--- config.mk ---
export PLATFORM = sky130hd
export DESIGN_NAME = uart_tx_arbiter
export DESIGN_NICKNAME = d
export VERILOG_FILES = /design/src/rtl/uart_pkg.sv /design/src/rtl/uart_tx_arbiter_fifo.sv /design/src/rtl/uart_tx_arbiter.sv
export SDC_FILE = /design/constraint.sdc
export NUM_CORES = 1
export LEC_CHECK = 0
export CORE_UTILIZATION = 45
export CTS_CLUSTER_DIAMETER = 100
export CTS_CLUSTER_SIZE = 24
export DETAILED_ROUTE_END_ITERATION = 6
export HOLD_SLACK_MARGIN = 0.06
export PLACE_DENSITY = 0.73
export SETUP_SLACK_MARGIN = 0.4
export SKIP_LAST_GASP = 1
export SLEW_MARGIN = 20
export SYNTH_ARGS = -nofsm -noshare
export SYNTH_HDL_FRONTEND = slang
export SYNTH_SLANG_ARGS = --single-unit
--- constraint.sdc ---
create_clock -name clk -period 2.58 [get_ports clk]
set_input_delay 0.516 -clock clk [delete_from_list [all_inputs] [get_ports clk]]
set_output_delay 0.516 -clock clk [all_outputs]
set_load 0.02 [all_outputs]
--- src/rtl/uart_pkg.sv ---
// Shared types for the UART transmit arbiter.
// State, source and byte-width definitions.
package uart_pkg;

  localparam int UART_BYTE_W = 8;

  typedef enum logic [1:0] {
    IDLE,
    START,
    WAIT_BUSY,
    WAIT_DONE
  } tx_arb_state_t;

  typedef enum logic {
    CPU,
    ECHO
  } tx_src_t;

endpackage

--- src/rtl/uart_tx_arbiter_fifo.sv ---
// Synchronous byte FIFO with combinational head read.
// Push is ignored when full, pop is ignored when empty.
module byte_fifo
  import uart_pkg::*;
#(
  parameter int DEPTH = 4,
  parameter int WIDTH = UART_BYTE_W
) (
  input  logic                       clk,
  input  logic                       rst,
  input  logic                       push_i,
  input  logic [WIDTH-1:0]           din_i,
  input  logic                       pop_i,
  output logic [WIDTH-1:0]           dout_o,
  output logic                       full_o,
  output logic                       empty_o,
  output logic [$clog2(DEPTH):0]     count_o
);

  localparam int AW = $clog2(DEPTH);

  logic [WIDTH-1:0] mem_q [DEPTH];
  logic [AW-1:0]    wr_ptr_q, wr_ptr_d;
  logic [AW-1:0]    rd_ptr_q, rd_ptr_d;
  logic [AW:0]      count_q, count_d;
  logic             do_push, do_pop;

  assign full_o  = (count_q == (AW+1)'(DEPTH));
  assign empty_o = (count_q == '0);
  assign count_o = count_q;
  assign dout_o  = mem_q[rd_ptr_q];

  assign do_push = push_i && !full_o;
  assign do_pop  = pop_i && !empty_o;

  always_comb begin
    wr_ptr_d = wr_ptr_q;
    rd_ptr_d = rd_ptr_q;
    count_d  = count_q;
    if (do_push) wr_ptr_d = wr_ptr_q + AW'(1);
    if (do_pop)  rd_ptr_d = rd_ptr_q + AW'(1);
    if (do_push && !do_pop)
      count_d = count_q + (AW+1)'(1);
    else if (do_pop && !do_push)
      count_d = count_q - (AW+1)'(1);
  end

  always_ff @(posedge clk or posedge rst) begin
    if (rst) begin
      wr_ptr_q <= '0;
      rd_ptr_q <= '0;
      count_q  <= '0;
    end else begin
      wr_ptr_q <= wr_ptr_d;
      rd_ptr_q <= rd_ptr_d;
      count_q  <= count_d;
    end
  end

  // Storage needs no reset; occupancy alone defines validity.
  always_ff @(posedge clk) begin
    if (do_push) mem_q[wr_ptr_q] <= din_i;
  end

endmodule

--- src/rtl/uart_tx_arbiter.sv ---
// Round-robin arbiter sharing one UART transmitter
// between a CPU write FIFO and the receive echo path.
module uart_tx_arbiter
  import uart_pkg::*;
#(
  parameter int DEPTH        = 4,
  parameter int BUSY_TIMEOUT = 8
) (
  input  logic                   clk,
  input  logic                   rst,
  input  logic                   cpu_wr,
  input  logic [7:0]             cpu_data,
  output logic                   cpu_full,
  output logic [$clog2(DEPTH):0] cpu_count,
  output logic                   ovf,
  input  logic                   ovf_clr,
  input  logic                   echo_valid,
  input  logic [7:0]             echo_data,
  output logic                   echo_clear,
  output logic [7:0]             tx_byte,
  output logic                   tx_start,
  input  logic                   tx_busy,
  output logic                   tx_err,
  output logic                   irq_tx_empty
);

  localparam int TW = $clog2(BUSY_TIMEOUT + 1);

  tx_arb_state_t          state_q, state_d;
  tx_src_t                last_q, last_d;
  logic [UART_BYTE_W-1:0] byte_q, byte_d;
  logic [TW-1:0]          cnt_q, cnt_d;
  logic                   ovf_q, ovf_d;
  logic                   err_q, err_d;
  logic                   pop, grant_echo, err_set;
  logic                   fifo_empty;
  logic [UART_BYTE_W-1:0] fifo_head;

  byte_fifo #(
    .DEPTH (DEPTH),
    .WIDTH (UART_BYTE_W)
  ) u_fifo (
    .clk     (clk),
    .rst     (rst),
    .push_i  (cpu_wr),
    .din_i   (cpu_data),
    .pop_i   (pop),
    .dout_o  (fifo_head),
    .full_o  (cpu_full),
    .empty_o (fifo_empty),
    .count_o (cpu_count)
  );

  always_comb begin
    state_d    = state_q;
    last_d     = last_q;
    byte_d     = byte_q;
    cnt_d      = cnt_q;
    pop        = 1'b0;
    grant_echo = 1'b0;
    err_set    = 1'b0;
    unique case (state_q)
      IDLE: begin
        // CPU wins unless echo is also waiting and CPU went last.
        if (!fifo_empty && (!echo_valid || last_q == ECHO)) begin
          byte_d  = fifo_head;
          last_d  = CPU;
          pop     = 1'b1;
          state_d = START;
        end else if (echo_valid) begin
          byte_d     = echo_data;
          last_d     = ECHO;
          grant_echo = 1'b1;
          state_d    = START;
        end
      end
      START: begin
        cnt_d   = '0;
        state_d = WAIT_BUSY;
      end
      WAIT_BUSY: begin
        if (tx_busy) begin
          state_d = WAIT_DONE;
        end else if (cnt_q == TW'(BUSY_TIMEOUT - 1)) begin
          err_set = 1'b1;
          state_d = IDLE;
        end else begin
          cnt_d = cnt_q + TW'(1);
        end
      end
      WAIT_DONE: begin
        if (!tx_busy) state_d = IDLE;
      end
      default: state_d = IDLE;
    endcase
  end

  always_comb begin
    ovf_d = ovf_q;
    err_d = err_q;
    if (ovf_clr) begin
      ovf_d = 1'b0;
      err_d = 1'b0;
    end
    if (cpu_wr && cpu_full) ovf_d = 1'b1;
    if (err_set)            err_d = 1'b1;
  end

  always_ff @(posedge clk or posedge rst) begin
    if (rst) begin
      state_q <= IDLE;
      last_q  <= ECHO;
      byte_q  <= '0;
      cnt_q   <= '0;
      ovf_q   <= 1'b0;
      err_q   <= 1'b0;
    end else begin
      state_q <= state_d;
      last_q  <= last_d;
      byte_q  <= byte_d;
      cnt_q   <= cnt_d;
      ovf_q   <= ovf_d;
      err_q   <= err_d;
    end
  end

  assign tx_byte      = byte_q;
  assign tx_start     = (state_q == START);
  assign echo_clear   = grant_echo && !rst;
  assign ovf          = ovf_q;
  assign tx_err       = err_q;
  assign irq_tx_empty = (state_q == IDLE) && fifo_empty && !echo_valid;

endmodule

After elaboration in Yosys (flattened, before gate mapping)
Memory sizes are Yosys's and may differ from the RTL's.
Cells that the tools add are included.
{ "totals": {"regBits": 24, "inputBits": 22, "wordCells": 79, "memories": 1, "out_inout_bits": 17, "mem_bits_rw": 32} }
{ "op_classes": {"n_reduce_logical": 26, "n_addsub": 5, "eq_ne": 10, "n_mux": 28} }
{ "mem_list": {"columns": ["memory", "words", "width", "read_ports", "rd_clocked_by_memory_dff", "write_ports", "line_no", "text"], "rows": [
  ["u_fifo.mem_q", 4, 8, 1, 0, 1, "uart_tx_arbiter_fifo.sv:22", "logic [WIDTH-1:0] mem_q [DEPTH];"]
]} }
{ "ops": {"columns": ["op", "count"], "rows": [
  ["2-to-1 mux 8 bit", 2],
  ["2-to-1 mux 1 bit", 15],
  ["2-to-1 mux 2 bit", 5],
  ["nonzero test 2 bit", 5],
  ["logical AND 1 bit", 9],
  ["2-to-1 mux 4 bit", 2],
  ["case mux 2 bit (4 select lines)", 1],
  ["case mux 4 bit (2 select lines)", 1],
  ["zero test 1 bit", 6],
  ["2-to-1 mux 3 bit", 2],
  ["!= test 2 bit, second input constant", 3],
  ["!= test 3 bit, second input constant", 2],
  ["AND reduction 3 bit", 2],
  ["adder 2 x 1 -> 2 bit, second input constant", 2],
  ["adder 4 x 1 -> 4 bit, second input constant", 1],
  ["equality test 2 bit, second input constant", 2],
  ["equality test 4 x 3 -> 1 bit, second input constant", 1],
  ["adder 3 x 1 -> 3 bit, second input constant", 1],
  ["equality test 3 bit, second input constant", 1],
  ["zero test 3 bit", 1],
  ["subtractor 3 x 1 -> 3 bit, second input constant", 1],
  ["equality test 2 x 1 -> 1 bit, second input constant", 1],
  ["zero test 2 bit", 1],
  ["AND reduction 2 bit", 1],
  ["logical OR 1 bit", 1]
]} }

Depth between registers and ports, before layout
Gate-level depths: netlist of the first run.
{ "logic_depth": {"depth_word": 9, "depth_mapped": 9, "depth_no_buf": 9} }

Modules after synthesis
From an unflattened synthesis of the first run, not the netlist that was laid out.
{ "unflattened": {"cells_unflattened": 185, "hier_area_um2": 2603.7} }
{ "by_module_without_submodules": {"columns": ["mod", "seq_area_each_um2", "area_each_um2", "cells_each", "instances"], "rows": [
  ["byte_fifo", 1136.1, 1592.8, 78, 1],
  ["uart_tx_arbiter", 426.7, 1011.0, 107, 1]
]} }

Worst setup path after synthesis of the first run
No wires, ideal clock.
{ "synth_timing": {"kind": "flip-flop to flip-flop", "start": "register u_fifo.count_q[0], in the netlist u_fifo.count_o[0]", "end": "register u_fifo.count_q[1], in the netlist u_fifo.count_o[1]", "setup_ps": 125, "period_less_slack_ps": 2237, "arrival_time_ps": 2113, "t_required_ps": 2455, "n_path_buf": 1, "path_stages_with_launch": 8, "slack_ps": 343, "path_cell_list": "dfrtp_1 > nor3b_2 > nor2b_1 > buf_2 > ha_1 > inv_1 > fa_1 > mux2_2"} }
{ "synth_between": {"elab_cells_between_ends": 18, "cone_classes": "add/sub: 2; eq/ne: 1; mux: 4; reduce/logical: 11"} }
{ "synth_lines": {"columns": ["element", "line_no", "text"], "rows": [
  ["start, declared", "uart_tx_arbiter_fifo.sv:25", "logic [AW:0] count_q, count_d;"],
  ["start signal, assigned", "uart_tx_arbiter_fifo.sv:56", "count_q <= count_d;"],
  ["equality test 3 bit", "uart_tx_arbiter_fifo.sv:28", "assign full_o = (count_q == (AW+1)'(DEPTH));"],
  ["named net cpu_full", "uart_tx_arbiter.sv:13", "output logic cpu_full,"],
  ["zero test 1 bit", "uart_tx_arbiter_fifo.sv:33", "assign do_push = push_i && !full_o;"],
  ["logical AND 1 bit", "uart_tx_arbiter_fifo.sv:33", null],
  ["named net u_fifo.do_push", "uart_tx_arbiter_fifo.sv:26", "logic do_push, do_pop;"],
  ["logical AND 1 bit", "uart_tx_arbiter_fifo.sv:42", "if (do_push && !do_pop)"],
  ["2-to-1 mux 3 bit", "uart_tx_arbiter_fifo.sv:42", null],
  ["named net u_fifo.count_d[1]", "uart_tx_arbiter_fifo.sv:25", null]
]} }
The timed path passes the listed nets, and every way through them passes these cells. The select of a mux whose other input is x is not followed.
A chain may end at the register's enable or synchronous reset.

Final worst setup path of the first run
{ "layout_timing": {"start": "register state_q[1]", "end": "output echo_clear"} }
{ "layout_between": {"elab_chain_len": 3} }
{ "layout_rtl": {"columns": ["element", "line_no", "text"], "rows": [
  ["start, declared", "uart_tx_arbiter.sv:29", "tx_arb_state_t state_q, state_d;"],
  ["start signal, assigned", "uart_tx_arbiter.sv:118", "state_q <= state_d;"],
  ["zero test 2 bit", "uart_tx_arbiter.sv:62", "unique case (state_q)"],
  ["2-to-1 mux 1 bit", "uart_tx_arbiter.sv:62", null],
  ["logical AND 1 bit", "uart_tx_arbiter.sv:129", "assign echo_clear = grant_echo && !rst;"],
  ["end, declared", "uart_tx_arbiter.sv:19", "output logic echo_clear,"]
]} }
Every way passes these cells.

==> results of run 1 <==
final cells by class:
class	count	area, sq um
sequential	56	1560
fill	458	2300
multi-input combinational	107	920
tap	72	90.1
timing repair buffer	49	453
clock buffer	5	68.8
clock inverter	3	28.8
inverter	13	48.8
cells by family (layout without fill, tap and decap cells):
group	count (synthesis)	count (layout)	share of synthesized area
flip-flops	56	56	0.613
XOR/XNOR	6	6	0.0206
AO/OA/AOI/OAI	27	27	0.0879
adder cells (fa/ha/maj)	12	12	0.0619
multiplexers	9	9	0.0751
AND/OR/NAND/NOR	53	53	0.104
buffers and inverters	19	70	0.0368
layer usage:
| metal | routed length (microns) | vias up | global-route usage |
|---|---|---|---|
| met5 | 0 | - | 0 |
| met4 | 64 | 0 | 0.0509 |
| met3 | 166 | 6 | 0.0393 |
| met2 | 2030 | 32 | 0.263 |
| met1 | 1940 | 733 | 0.197 |
| li1 | - | 753 | - |
power by group through the flow:
stage / sequential [mW] / combinational, mW / clock, mW
after floorplan: 1.49 / 1.02 / 0
after global placement: 1.43 / 1.52 / 0
after global routing: 1.48 / 1.70 / 0.564
after CTS: 1.43 / 1.55 / 0.536
after detailed placement: 1.44 / 1.55 / 0
final: 1.43 / 1.55 / 0.518
flip-flops by register name, summed over array words and instances, names as in the netlist:
name             count
state_q              2
ovf                  1
tx_byte              8
u_fifo.mem_q        32
cnt_q                4
u_fifo.wr_ptr_q      2
u_fifo.rd_ptr_q      2
last_q               1
u_fifo.count_o       3
tx_err               1
synthesized netlist by cell type (all sizes together):
cell,count
a22o,1
nor2b,4
nand4,1
a31oi,12
fa,1
ha,11
buf,5
nor3,2
o2bb2ai,1
nor2,9
a21oi,5
nor4,1
and2,6
a21o,1
dfstp,1
edfxtp,32
nor4b,1
o22ai,1
o21ai,5
mux2,1
dfrtp,23
nand3,2
a22oi,1
nand4b,1
nand3b,1
inv,13
clkbuf,1
mux4,8
xor2,2
nor3b,1
nand2,24
xnor2,4
stage by stage:
stage / worst slack [ns] / total power [mW]
2_1_floorplan: 0.418 / 2.51
3_3_place_gp: 0.0112 / 2.95
3_5_place_dp: 0.0170 / 2.99
4_1_cts: 0.345 / 3.51
5_1_grt: 0.374 / 3.74
6_report: 0.491 / 3.51
timing repair:
action | 4_1_cts | 5_1_grt
gates resized for setup | 10 | 7
buffers inserted | 0 | 2
pin swaps | 0 | 2
hold buffers | 0 | 0
hold endpoints to repair | 0 | 0
endpoints found under the setup margin | 5 | 5
worst max path at each step:
stage / depth (start not counted) / startpoint / slack [ns] / end
2_1_floorplan: 7 / u_fifo.count_o[0]$_DFFE_PP0P_ / 0.42 / u_fifo.count_o[1]$_DFFE_PP0P_
3_3_place_gp: 4 / echo_valid / 0.01 / echo_clear
3_5_place_dp: 10 / echo_valid / 0.02 / u_fifo.count_o[2]$_DFFE_PP0P_
4_1_cts: 5 / state_q[0]$_DFFE_PP0P_ / 0.34 / echo_clear
5_1_grt: 5 / state_q[0]$_DFFE_PP0P_ / 0.37 / echo_clear
6_report: 5 / state_q[1]$_DFFE_PP0P_ / 0.49 / echo_clear
worst register-to-register path, stage by stage, from the launching register on:
cell	delay [ns]
dfrtp_2	0.48
nor3_4	0.17
a21oi_2	0.07
buf_4	0.14
nand2_1	0.10
ha_1	0.19
inv_1	0.06
fa_1	0.37
xor2_1	0.15
nor2_1	0.11
xor2_1	0.16
==> results_dict.tcl, run 1 <==
set metrics [dict create \
    grt_pass1_vias 1538 \
    yosysSeqAreaShare 0.613 \
    pwr-share-seq 0.409 \
    hold_path_class "reg2reg" \
    worstSetupEndpointType "primary output" \
    tightestPinTransition_ns 0.569 \
    swShare 0.372 \
    crit_type "reg2out" \
    fmax_mhz 479 \
    post_synth.cell_area_avg_sq_um 14.0 \
    die_y_microns 77.2 \
    totalWireLength_mm 4.20 \
    post_dp_cell_area_sq_um 3050 \
    ant_nets 0 \
    holdWs_ns 0.506 \
    clockBufferDepth 2 \
    die_x_microns 77.2 \
    worstSetupStartpointType "register" \
    synth_nets 216 \
    critPathBufInv 2 \
    combPwrFrac 0.443 \
    worstHoldPathCells 1 \
    relSlewSlack 0.620 \
    netlist_area_sq_um 2550 \
    crit_path_max_incr_delay_ns 0.45 \
    synth.top_cell.area_share 0.377 \
    path_cells "inv_1 -> ha_2 -> nand2_1 -> nor3_1 -> buf_2" \
    p_clk_frac 0.148 \
    finalHoldViolations 0 \
    core-area_sq_um 5470 \
    final_common_cell "clkdlybuf4s50_1" \
    rr_endpoint "u_fifo.count_o[2]$_DFFE_PP0P_" \
    synth.largest_area_cell "edfxtp_1" \
    min_from "tx_err$_DFFE_PP0P_" \
    final_nets 266 \
    gp_congestion 0.722 \
    clock-sinks 56 \
    hpwl_mm 3.01 \
    critPathMaxFanout 5 \
    grt_max_degree 21 \
    cp.required_ns 2.06 \
    drc_errors 0 \
    port_buffers 38 \
    track_usage 0.156 \
    critPathArrivalTime_ns 1.57 \
    dieArea_sq_um 5970 \
    fin_util 0.580 \
    rsz0062_at_grt "yes" \
    cp_top_family "flip-flops" \
    cts_root_buf "clkbuf_8" \
    n_antenna_cell 0 \
    place_inst 295 \
    cp_slowest_cell "dfrtp_1" \
    power_leakage_nw 1.23 \
    synth_area_leaders "edfxtp_1 (38%), dfrtp_1 (23%), mux4_2 (7.1%)" \
    cts_tree "built" \
    holdPathEnd "tx_err$_DFFE_PP0P_" \
    insertion_delay_ns 0.31 \
    avgViaCountPerCell 5.00 \
    antenna_found_initial 0 \
    synth_cell_type_count 38 \
    status "completed" \
    power_switching_mw 1.30 \
    grt_pass1_wl_mm 7.22 \
    period_share 0.810 \
    cts_max_level 2 \
    internal-power_mw 2.20 \
    cap_violations 0 \
    ir_drop_mv 0.398 \
    placementRows 27 \
    power.density_nw_per_um2 1100 \
    synth_cells 182 \
    cts_made_buffers 5 \
    ios 39 \
    synth-seq-cells 56 \
    overflow 0 \
    layout_common_cells "clkdlybuf4s50_1 (33), edfxtp_1 (32), nand2_1 (24), dfrtp_1 (22), inv_1 (13)" \
    layout-drive-gt1-share 0.202 \
    setup_viol 0 \
    min_period_ns 2.09 \
    ff2ff_path_depth 10 \
    rrSetupSlack_ns 0.50 \
    num_vias 1524 \
    final_area_sq_um 3170 \
    drtIter0Drc 67 \
    post_drt_wl_per_cell_microns 13.8 \
    clock_skew_ns 0.00312 \
    start_util 0.465 \
    clk_pin_slew_ns 0.10 \
    setup-tns-final_ns 0 \
    area_growth_syn_to_layout_pct 24.6 \
    r2r-start "u_fifo.count_o[2]$_DFFE_PP0P_" \
    yosysWarnings 0 \
    fin_cells 305 \
    drtPass1Iterations 4 \
    drv_slew 0 \
]
No activity file was read; power rests on OpenSTA's default activity.
==> inputs of run 2 (changes only) <==
- PLACE_DENSITY: 0.73 -> 0.76
- clock period: 2.58 -> 1.89 ns (I/O delays scaled with it)
==> results_dict.tcl, run 2 (synthesis gave the netlist of run 1 again) <==
set metrics [dict create \
    status "finished, violations left" \
    violations "setup timing" \
    period_share 1.00 \
    fmax_mhz 529 \
    power.density_nw_per_um2 1580 \
    cts_tree "built" \
    layout_common_cells "edfxtp_1 (32), buf_4 (28), dfrtp_1 (20), clkdlybuf4s50_1 (19), nand2_1 (17)" \
    rr_endpoint "u_fifo.count_o[1]$_DFFE_PP0P_" \
    grt_max_degree 20 \
    fin_util 0.674 \
    drtIter0Drc 52 \
    antenna_found_initial 0 \
    largest_reg_flops 32 \
    fin_cells 336 \
    ir_drop_mv 0.683 \
    power.total_mw 5.83 \
    placementRows 27 \
    combPwrFrac 0.555 \
    critPathMaxFanout 3 \
    layout_setup_ws_ns -0.000265 \
    insertion_delay_ns 0.31 \
    rsz0062_at_grt "yes" \
    cap_violations 0 \
    cts_max_level 2 \
    final_common_cell "edfxtp_1" \
    layout-drive-gt1-share 0.462 \
    power_switching_mw 2.18 \
    internal-power_mw 3.65 \
    drtPass1Iterations 4 \
    gp_congestion 0.737 \
    clock_skew_ns 0.00829 \
    crit_type "reg2reg" \
    grt_pass1_wl_mm 7.56 \
    drv_slew 0 \
    final_nets 297 \
    avgViaCountPerCell 5.03 \
    place_inst 312 \
    power_leakage_nw 1.45 \
    setup_viol 1 \
    r2r-start "u_fifo.count_o[0]$_DFFE_PP0P_" \
    cts_hold_buf 0 \
    hold_path_class "in2async" \
    die_y_microns 77.2 \
    track_usage 0.165 \
    swShare 0.374 \
    cts_root_buf "clkbuf_8" \
    relSlewSlack 0.726 \
    post_drt_wl_per_cell_microns 15.4 \
    min_period_ns 1.89 \
    rrSetupSlack_ns -0.0003 \
    cp.required_ns 2.09 \
    start_util 0.465 \
    area_growth_syn_to_layout_pct 44.7 \
    worstSetupStartpointType "register" \
    holdWs_ns 0.407 \
    pwr-share-seq 0.335 \
    hpwl_mm 3.39 \
    finalHoldViolations 0 \
    overflow 0 \
    core-area_sq_um 5470 \
    tightestPinTransition_ns 0.412 \
    num_vias 1689 \
    ff2ff_path_depth 7 \
    worstSetupEndpointType "register" \
    totalWireLength_mm 5.18 \
    clock-sinks 56 \
    clk_pin_slew_ns 0.09 \
    critPathArrivalTime_ns 2.09 \
    largest_register "u_fifo.mem_q" \
    n_antenna_cell 0 \
    dieArea_sq_um 5970 \
    die_x_microns 77.2 \
    port_buffers 38 \
    ant_nets 0 \
    cts_made_buffers 5 \
    ios 39 \
    drc_errors 0 \
    clockBufferDepth 2 \
    grt_pass1_vias 1618 \
    p_clk_frac 0.111 \
]
[run 2: cell types whose count changed in the layout (fill, tap and decap cells not counted), moves of 5 or more]
cell             previous run  this run
nand2_2                     0         7
and2_4                      0         5
buf_4                      11        28
nor2_4                      0         7
clkdlybuf4s50_1            33        19
dlygate4sd2_1               2        11
and2_1                      6         1
nor2_1                      8         1
nand2_1                    24        17
buf_6                       0        16
[run 2: per-layer routing]
metal | up-vias | track usage | wire (microns)
met4 | 0 | 0.0509 | 61
met1 | 834 | 0.207 | 2260
met3 | 6 | 0.0321 | 159
met5 | - | 0 | 0
li1 | 816 | - | -
met2 | 33 | 0.288 | 2690
[run 2: worst max path at each step]
stage          depth (start not counted)                             to  slack [ns]                          start
5_1_grt                                9  u_fifo.count_o[2]$_DFFE_PP0P_       -0.06  u_fifo.count_o[1]$_DFFE_PP0P_
3_5_place_dp                           7  u_fifo.count_o[1]$_DFFE_PP0P_       -0.46                     echo_valid
2_1_floorplan                          7  u_fifo.count_o[1]$_DFFE_PP0P_       -0.15  u_fifo.count_o[1]$_DFFE_PP0P_
6_report                               7  u_fifo.count_o[1]$_DFFE_PP0P_     -0.0003  u_fifo.count_o[0]$_DFFE_PP0P_
3_3_place_gp                           7  u_fifo.count_o[1]$_DFFE_PP0P_       -0.39                     echo_valid
4_1_cts                                9  u_fifo.count_o[2]$_DFFE_PP0P_       -0.02  u_fifo.count_o[2]$_DFFE_PP0P_
[run 2: power by group through the flow]
stage / sequential, mW / combinational, mW / clock, mW
floorplan: 2.04 / 1.44 / 0
global placement: 1.90 / 2.47 / 0
detailed placement: 1.92 / 2.53 / 0
CTS: 1.91 / 2.60 / 0.663
global route: 1.99 / 3.48 / 0.703
finish: 1.95 / 3.24 / 0.647
[run 2: stage by stage]
step	TNS (ns)	instance area, sq um	setup WS (ns)
6_report	-0.000265	3690	-0.000265
2_1_floorplan	-0.251	2590	-0.147
5_1_grt	-0.187	3690	-0.0614
3_3_place_gp	-2.47	3230	-0.388
3_5_place_dp	-3.27	3230	-0.460
4_1_cts	-0.0376	3380	-0.0209
[run 2: layout make-up]
| class | count | area (sq um) |
|---|---|---|
| Inverter | 13 | 48.8 |
| Clock inverter | 2 | 13.8 |
| Multi-Input combinational cell | 107 | 1140 |
| Timing Repair Buffer | 80 | 749 |
| Tap cell | 72 | 90.1 |
| Sequential cell | 56 | 1570 |
| Fill cell | 399 | 1790 |
| Clock buffer | 6 | 72.6 |
[run 2: repair_timing]
item	CTS	global route
resized for setup	60	53
endpoints found under the setup margin	62	51
setup buffers	5	9
cloned	0	2
pin swaps	9	18
[run 2: worst max-delay path: stages, from the launching register on]
cell,delay [ns]
dfrtp_2,0.45
buf_6,0.14
nor3b_4,0.20
nor2b_2,0.09
ha_4,0.16
inv_2,0.05
fa_2,0.42
mux2_2,0.27
==> inputs of run 3 (changes only) <==
- TNS_END_PERCENT: not set -> 5
==> results_dict.tcl, run 3 (synthesis gave the netlist of run 1 again) <==
set metrics [dict create \
    cap_violations 0 \
    port_buffers 38 \
    drtIter0Drc 41 \
    grt_pass1_vias 1766 \
    largest_reg_flops 32 \
    clock_skew_ns 0.00687 \
    die_x_microns 77.2 \
    track_usage 0.176 \
    totalWireLength_mm 4.80 \
    clk_pin_slew_ns 0.10 \
    tightestPinTransition_ns 0.380 \
    cts_tree "built" \
    violations "setup timing" \
    drtPass1Iterations 6 \
    hpwl_mm 3.53 \
    dp_slack_ns -0.412 \
    core-area_sq_um 5470 \
    worstSetupEndpointType "register" \
    ios 39 \
    hold_path_class "in2async" \
    dieArea_sq_um 5970 \
    layout_setup_ws_ns -0.00420 \
    avgViaCountPerCell 4.87 \
    cts_max_level 2 \
    multi_input_area_sq_um 955 \
    n_antenna_cell 0 \
    drv_slew 0 \
    grt_pass1_wl_mm 8.09 \
    fill_cells 414 \
    area_growth_syn_to_layout_pct 36.5 \
    cts_made_buffers 5 \
    rsz0062_at_grt "yes" \
    ant_nets 0 \
    ff_latch_area_sq_um 1570 \
    num_vias 1647 \
    relSlewSlack 0.746 \
    post_drt_wl_per_cell_microns 14.2 \
    critPathMaxFanout 4 \
    ir_drop_mv 0.601 \
    final_nets 299 \
    fmax_mhz 528 \
    cts_root_buf "clkbuf_8" \
    fin_cells 338 \
    layout_common_cells "buf_4 (40), clkdlybuf4s50_1 (32), edfxtp_1 (32), nand2_1 (23), dfrtp_1 (20)" \
    power_leakage_nw 1.39 \
    largest_register "u_fifo.mem_q" \
    start_util 0.465 \
    die_y_microns 77.2 \
    crit_type "reg2reg" \
    gp_congestion 0.778 \
    finalHoldViolations 0 \
    layout-drive-gt1-share 0.331 \
    setup_viol 1 \
    status "finished, violations left" \
    fin_util 0.635 \
    placementRows 27 \
    critPathArrivalTime_ns 2.09 \
    final_common_cell "buf_4" \
    min_period_ns 1.89 \
    drc_errors 0 \
    antenna_found_initial 0 \
    place_inst 321 \
    period_share 1.00 \
    power.density_nw_per_um2 1520 \
    clock-sinks 56 \
    worstSetupStartpointType "register" \
    cp.required_ns 2.09 \
    grt_max_degree 18 \
    overflow 0 \
    clockBufferDepth 2 \
    insertion_delay_ns 0.30 \
]
[run 3: cell count changes in the layout (fill, tap and decap cells not counted), moves of 6 or more]
cell	delta
clkdlybuf4s50_1	+13
nor2_4	-7
nand2_1	+6
buf_6	-11
buf_4	+12
nand2_2	-7
dlygate4sd2_1	-8
nor2_1	+7
[run 3: worst paths after layout]
path	cells after the start	end	start	slack, ns
max reg2reg	7	u_fifo.count_o[1]$_DFFE_PP0P_	last_q$_DFFE_PP1P_	-0.004
max	7	u_fifo.count_o[1]$_DFFE_PP0P_	last_q$_DFFE_PP1P_	-0.004
min in group clk	1	tx_err$_DFFE_PP0P_	tx_err$_DFFE_PP0P_	0.51
max in group asynchronous	3	u_fifo.count_o[2]$_DFFE_PP0P_	rst	1.05
min	2	state_q[1]$_DFFE_PP0P_	rst	0.37
min reg2reg	1	tx_err$_DFFE_PP0P_	tx_err$_DFFE_PP0P_	0.51
[run 3: through the flow]
stage               setup TNS [ns]  hold slack [ns]  instance area (sq um)  power, mW
global placement             -2.37            0.470                   3270       4.42
floorplan                   -0.261            0.392                   2570       3.47
detailed placement           -2.34            0.473                   3270       4.50
finish                    -0.00420            0.369                   3480       5.29
CTS                        -0.0306            0.350                   3440       5.26
global route                 -1.21            0.395                   3480       5.66
[run 3: worst max-delay path: stages, from the launching register on]
cell and delay, ns:
dfstp_2 0.54, inv_2 0.05, a21oi_4 0.21, nand2_4 0.09, ha_4 0.17, inv_2 0.05
fa_2 0.41, mux2_2 0.27
[run 3: area by class of cell]
class	instances	area share
Sequential cell	56	0.451
Multi-Input combinational cell	107	0.275
Timing Repair Buffer	82	0.209
Tap cell	72	0.0259
Clock buffer	6	0.0209
Inverter	13	0.0140
Clock inverter	2	0.00468
[run 3: power breakdown]
part	switching (mW)	internal [mW]
clock	0.380	0.265
combinational	1.30	1.45
sequential	0.216	1.68
total	1.90	3.39
[run 3: layer usage]
| metal | wire length [microns] | up-vias | track usage |
|---|---|---|---|
| li1 | - | 821 | - |
| met1 | 2090 | 788 | 0.214 |
| met2 | 2510 | 34 | 0.312 |
| met3 | 144 | 4 | 0.0286 |
| met4 | 59 | 0 | 0.0623 |
| met5 | 0 | - | 0 |
[run 3: timing repair]
action | in CTS | in global routing
hold buffers | 0 | 0
setup endpoints to repair | 61 | 65
cloned | 0 | 0
pin swaps | 8 | 6
buffers inserted | 6 | 3
gates resized for setup | 30 | 3
